$ cat src/rtl/slot_pkg.sv
// Shared constants for the slot-machine reel generator: FSM encoding, LFSR taps,
// reset state and per-reel salts that decorrelate reels fed from one seed.
package slot_pkg;

    typedef logic [1:0] state_t;

    localparam state_t ST_IDLE = 2'd0;
    localparam state_t ST_SPIN = 2'd1;
    localparam state_t ST_STOP = 2'd2;
    localparam state_t ST_DONE = 2'd3;

    // x^16 + x^14 + x^13 + x^11 + 1, right-shifting Galois form
    localparam logic [15:0] LFSR_MASK   = 16'hB400;
    localparam logic [15:0] RESET_STATE = 16'hACE1;

    // No salt equals RESET_STATE, so no reel resets into the all-zero state
    localparam logic [7:0][15:0] SALT = {
        16'h2D71, 16'hC6E5, 16'h1B2D, 16'h7F4A,
        16'h9E37, 16'h3C96, 16'h5A5A, 16'h0000
    };

    function automatic int cnt_width(input int n);
        return (n <= 2) ? 1 : $clog2(n);
    endfunction

endpackage

$ cat src/rtl/slot_lfsr.sv
// One reel: Galois LFSR with seed load, step enable and a symbol filter that only
// accepts raw values inside the legal symbol range.
module slot_lfsr
    import slot_pkg::*;
#(
    parameter int                LFSR_W      = 16,
    parameter int                SEED_W      = 6,
    parameter int                SYM_W       = 4,
    parameter int                NUM_SYMBOLS = 10,
    parameter logic [LFSR_W-1:0] SALT_K      = '0
) (
    input  logic              clk,
    input  logic              rst_n,
    input  logic              load,
    input  logic              enable,
    input  logic [SEED_W-1:0] seed,
    output logic [SYM_W-1:0]  sym
);

    localparam logic [SYM_W:0] NUM_SYM_L = NUM_SYMBOLS[SYM_W:0];

    logic [LFSR_W-1:0] state;
    logic [LFSR_W-1:0] next_state;
    logic [LFSR_W-1:0] seed_exp;
    logic [LFSR_W-1:0] load_val;
    logic [SYM_W-1:0]  raw;

    for (genvar i = 0; i < LFSR_W; i++) begin : g_seed
        assign seed_exp[i] = seed[i % SEED_W];
    end

    always_comb begin
        load_val = seed_exp ^ SALT_K;
        // zero would lock the LFSR forever
        if (load_val == '0) begin
            load_val = {{(LFSR_W-1){1'b0}}, 1'b1};
        end
        next_state = {1'b0, state[LFSR_W-1:1]};
        if (state[0]) begin
            next_state = next_state ^ LFSR_MASK[LFSR_W-1:0];
        end
    end

    assign raw = next_state[SYM_W-1:0];

    always_ff @(posedge clk or negedge rst_n) begin
        if (!rst_n) begin
            state <= RESET_STATE[LFSR_W-1:0] ^ SALT_K;
            sym   <= '0;
        end else if (load) begin
            state <= load_val;
        end else if (enable) begin
            state <= next_state;
            if ({1'b0, raw} < NUM_SYM_L) begin
                sym <= raw;
            end
        end
    end

endmodule

$ cat src/rtl/slot_reel_rng.sv
// Multi-reel slot generator: per-reel LFSRs plus a spin/stop sequencer that freezes
// reels one after another and pulses result_valid once every reel has stopped.
module slot_reel_rng
    import slot_pkg::*;
#(
    parameter int N_REELS     = 3,
    parameter int LFSR_W      = 16,
    parameter int SEED_W      = 6,
    parameter int SYM_W       = 4,
    parameter int NUM_SYMBOLS = 10,
    parameter int MIN_SPIN    = 16,
    parameter int STOP_GAP    = 8
) (
    input  logic                     clk,
    input  logic                     rst_n,
    input  logic [SEED_W-1:0]        seed_in,
    input  logic                     seed_load,
    input  logic                     spin_req,
    output logic                     busy,
    output logic [N_REELS*SYM_W-1:0] reel_sym,
    output logic [N_REELS-1:0]       reel_stopped,
    output logic                     result_valid
);

    localparam int LAST_STOP = MIN_SPIN + (N_REELS - 1) * STOP_GAP - 1;
    localparam int CNT_W     = cnt_width(LAST_STOP + 2);

    state_t             state;
    logic [CNT_W-1:0]   cnt;
    logic [N_REELS-1:0] stop_now;
    logic               running;
    logic               load;

    assign running      = (state == ST_SPIN) || (state == ST_STOP);
    assign load         = (state == ST_IDLE) && seed_load;
    assign busy         = (state != ST_IDLE);

    // cnt holds (edges since acceptance - 1), so reel k freezes when it hits its slot
    for (genvar k = 0; k < N_REELS; k++) begin : g_reel
        assign stop_now[k] = running && (cnt == CNT_W'(MIN_SPIN - 1 + k * STOP_GAP));

        slot_lfsr #(
            .LFSR_W      (LFSR_W),
            .SEED_W      (SEED_W),
            .SYM_W       (SYM_W),
            .NUM_SYMBOLS (NUM_SYMBOLS),
            .SALT_K      (SALT[k][LFSR_W-1:0])
        ) u_lfsr (
            .clk    (clk),
            .rst_n  (rst_n),
            .load   (load),
            .enable (!reel_stopped[k]),
            .seed   (seed_in),
            .sym    (reel_sym[k*SYM_W +: SYM_W])
        );
    end

    always_ff @(posedge clk or negedge rst_n) begin
        if (!rst_n) begin
            state        <= ST_IDLE;
            cnt          <= '0;
            reel_stopped <= '0;
            result_valid <= 1'b0;
        end else begin
            result_valid <= 1'b0;
            case (state)
                ST_IDLE: begin
                    if (spin_req) begin
                        state        <= ST_SPIN;
                        cnt          <= '0;
                        reel_stopped <= '0;
                    end
                end
                ST_SPIN, ST_STOP: begin
                    cnt          <= cnt + 1'b1;
                    reel_stopped <= reel_stopped | stop_now;
                    if (stop_now[N_REELS-1]) begin
                        state <= ST_DONE;
                    end else if (stop_now[0]) begin
                        state <= ST_STOP;
                    end
                end
                ST_DONE: begin
                    state        <= ST_IDLE;
                    result_valid <= 1'b1;
                end
                default: state <= ST_IDLE;
            endcase
        end
    end

endmodule
$ cat config.mk
export PLATFORM = sky130hd
export DESIGN_NAME = slot_reel_rng
export DESIGN_NICKNAME = d
export VERILOG_FILES = /design/src/rtl/slot_pkg.sv /design/src/rtl/slot_lfsr.sv /design/src/rtl/slot_reel_rng.sv
export SDC_FILE = /design/constraint.sdc
export NUM_CORES = 1
export LEC_CHECK = 0
export ABC_AREA = 1
export BUFFER_PORTS_ARGS = -buffer_cell sky130_fd_sc_hd__buf_4
export CAP_MARGIN = 20
export CORE_MARGIN = 4
export CORE_UTILIZATION = 39
export CTS_BUF_LIST = sky130_fd_sc_hd__clkbuf_4 sky130_fd_sc_hd__clkbuf_8
export CTS_CLUSTER_SIZE = 24
export DETAILED_ROUTE_END_ITERATION = 16
export GPL_TIMING_DRIVEN = 0
export SETUP_SLACK_MARGIN = 0.5
export SKIP_CTS_REPAIR_TIMING = 1
export SYNTH_ARGS = -nofsm -noshare
export SYNTH_HDL_FRONTEND = slang
export SYNTH_SLANG_ARGS = --single-unit
$ cat constraint.sdc
create_clock -name clk -period 1.53 [get_ports clk]
set_input_delay 0.3825 -clock clk [delete_from_list [all_inputs] [get_ports clk]]
set_output_delay 0.3825 -clock clk [all_outputs]
set_load 0.02 [all_outputs]
==> reports/qor_table.md <==
| Result | Value |
|:---|:---|
| Static leakage | 0.00228 uW |
| Synthesized net count | 377 |
| Largest net degree at the start of global routing | 73 |
| Overall Power | 9640 uW |
| Floorplan die width | 100 um |
| Arrival time of data at the critical path endpoint | 1.17 ns |
| Setup clock skew after layout | 0.00675 ns |
| Vias post-DR | 2799 |
| WP buf/inv | 3 |
| Number of sinks on the clock net | 72 |
| Seq/Total Area, Yosys | 55.1% |
| Setup slack after placement | 0.0424 ns |
| Post-detail-place hpwl | 5260 um |
| NumNets Final | 445 |
| Overflow left after global routing | 0 |
| Post-detailed-route DRC marker count | 0 |
| Asr flop ratio synth | 100% |
| Top post-synthesis cells by count | nand2_1 (85), inv_1 (50), dfrtp_1 (44), o21ai_0 (30), dfstp_2 (28) |
| # diodes | 0 |
| Mean post-synth cell area | 9.15 um^2 |
| Worst vdd ir | 0.000649 V |
| Ports | 27 |
| Max transition margin | 39.0% |
| CTS H-tree lvls | 3 |
| Via density per instance | 5.16 |
| Largest driver fanout on the critical path | 4 |
| Synthesized netlist cell count | 364 |
| Data required, critical path | 1.15 ns |
| Net switching component of the power | 3760 uW |
| Number of enable flip-flop cells after synthesis | 0 |
| Slowest cell on the critical path | dfrtp_1 |
| Cell family with the largest share of critical-path delay | flip-flops |
| Post-synth design cell area | 3330 um^2 |
| Final critical-path required period | 1.55 ns |
| Predominant post-synthesis flop cell | dfrtp_1 |
| Final worst-path cycle share | 101% |
| Count of port buffers added during placement | 26 |
| Clock-pin slew on the worst setup and hold paths | 0.08 ns |
| Category of the most critical setup path | reg -> out |
| Final core area utilization | 59.2% |
| Die height | 100 um |
| Effective utilization at floorplan | 40.3% |
| Most frequently used cell type in the post-synthesis netlist | nand2_1 |
| Global-route wire length before repair | 12800 um |
| Number of synthesized register bits | 72 |
| Path type of the worst min-delay path | in -> async |
| Fraction of met2 tracks used by global routing | 25.6% |
| Most common cell on crit path | inv_2 |
| Violations in the final reports | negative setup slack |
| Final-report setup violation count | 1 |
| Detail-routed net length per standard cell | 16.2 um |
| Internal power component | 5890 uW |
| Slew at the pin with the worst max-slew slack | 0.916 ns |
| Number of failing hold endpoints at the final stage | 0 |
| Gate power share | 48.1% |
| Core Footprint | 8260 um^2 |
| DRT antenna net count | 0 |
| Synth warn | 0 |
| Fraction of final layout cells sized beyond drive strength 1 | 51.0% |
| Area fraction of the dominant cell type after synthesis | 33.1% |
| Area overhead of the layout relative to synthesis | 46.9% |
| Setup repair after global routing missed its margin | true |
| Top cell type by total area after synthesis | dfrtp_1 |
| Vias in the first global route | 2590 |
| Drt pass-1 iters | 4 |
| Number of buffers inserted during clock tree synthesis | 9 |
| Num rows | 33 |
| Total track usage | 16.6% |
| Final setup slack of the worst path | -0.0225 ns |
| Synth top area cells | dfrtp_1 (33%), dfstp_2 (22%), nand2_1 (9.6%), inv_1 (5.6%), o21ai_0 (4.5%) |
| Critical Path Max Stage Delay | 0.41 ns |
| Fmax | 644 MHz |
| Layer with the highest usage | met2 |
| Power density over the cells | 1970 nW/um^2 |
| Met1 usage in global routing | 22.5% |
| Power share of the sequential group | 37.5% |
| Register-to-Register Path Depth | 9 |
| Cell depth of the worst setup path | 4 |
| DIE AREA | 10100 um^2 |
| Number of violations reported at the end of detailed-routing iteration 0 | 147 |
| Max-slew violation count | 0 |
| Number of buffers on the longest clock path | 2 |
| Final weighted congestion in routability-driven placement | 0.845 |
| Relative contribution of the clock network to total power | 14.5% |
| Switching share of power | 39.0% |
| Cells along the critical path | inv_2 > ha_4 > inv_2 > buf_6 |
| Clock insertion delay at the later pin of the skew report | 0.36 ns |
| Critical Path End Type | primary output |
| TritonCTS clock tree | yes |
| Tightest hold margin | 0.162 ns |
| Kind of start point of the critical path | register |
| Number of maximum-capacitance constraint violations | 0 |
| CTS root buf | clkbuf_8 |
| Antenna violations before repair | 0 |
| Synth unique cells | 32 |
| Post-Route WL | 8780 um |
| Grt met3 use | 3.13% |
| Run status | finished with violations |
==> layer usage <==
metal / wire [um] / up-vias / part of all wire, %
met4: 193 / 0 / 2.2
met3: 374 / 19 / 4.3
met5: 0 / - / 0
met1: 3810 / 1393 / 43
met2: 4390 / 47 / 50
li1: - / 1340 / -
==> flip-flops by register name (all words and copies together), names as in the netlist <==
name                 flops
cnt                      6
result_valid             1
state                    2
g_reel.u_lfsr.sym       12
g_reel.u_lfsr.state     48
reel_stopped             3
==> cells by family (layout without fill, tap and decap cells) <==
logic type | count (synthesis) | in the layout | share of synthesized area, %
XOR/XNOR | 8 | 8 | 2.10
AO/OA/AOI/OAI | 79 | 79 | 14.7
flip-flops | 72 | 72 | 55.1
adder cells (fa/ha/maj) | 3 | 3 | 1.13
buffers and inverters | 62 | 134 | 8.71
AND/OR/NAND/NOR | 140 | 141 | 18.3
==> cells in the final DEF, fill, tap and decap left out, drive strengths merged <==
master / netlist / final
clkinvlp: 0 / 1
xor2: 6 / 6
nand3: 16 / 16
xnor2: 2 / 2
dfrtp: 44 / 44
nand2: 93 / 94
dfstp: 28 / 28
a31oi: 1 / 1
o22ai: 3 / 3
or2: 1 / 1
nor2: 27 / 27
a22oi: 7 / 7
o221ai: 14 / 14
nand4: 2 / 2
clkinv: 0 / 2
buf: 9 / 58
o21ai: 33 / 33
inv: 53 / 53
o211ai: 4 / 4
clkbuf: 0 / 20
a21oi: 17 / 17
nor3: 1 / 1
ha: 3 / 3
==> cell type report <==
class / count / area, um^2
Clock buffer: 13 / 160
Timing Repair Buffer: 56 / 632
Tap cell: 105 / 131
Fill cell: 675 / 3370
Multi-Input combinational cell: 231 / 1760
Inverter: 53 / 229
Buffer: 9 / 125
Sequential cell: 72 / 1840
Clock inverter: 3 / 17.5
==> final timing paths <==
kind | start | to | slack [ns]
max reg2reg | state[1]$_DFFE_PN0P_ | g_reel[1].u_lfsr.state[12]$_DFFE_PN1P_ | 0
min in group clk | seed_in[1] | g_reel[1].u_lfsr.state[7]$_DFFE_PN1P_ | 0.30
max in group asynchronous | rst_n | reel_stopped[2]$_DFFE_PN0P_ | 0.72
max | state[1]$_DFFE_PN0P_ | busy | -0.02
min | rst_n | g_reel[2].u_lfsr.sym[0]$_DFFE_PN0P_ | 0.16
min reg2reg | g_reel[1].u_lfsr.state[10]$_DFFE_PN1P_ | g_reel[1].u_lfsr.state[10]$_DFFE_PN1P_ | 0.48
==> per-stage QoR <==
step	setup TNS, ns	cell area [um^2]	cells
floorplan	0	3430	364
global placement	0	3760	495
detailed placement	0	3760	495
CTS	-0.0664	3940	511
global route	-1.05	4890	542
finish	-0.0225	4890	542
==> power by group through the flow <==
stage | registers [uW] | logic (uW) | clock network, uW
6_report | 3610 | 4630 | 1400
5_1_grt | 3720 | 5070 | 1510
4_1_cts | 3510 | 3030 | 1410
3_5_place_dp | 3530 | 3010 | 0
3_3_place_gp | 3500 | 2940 | 0
2_1_floorplan | 3610 | 2030 | 0
Note: power is estimated with default switching activity, not from simulation.
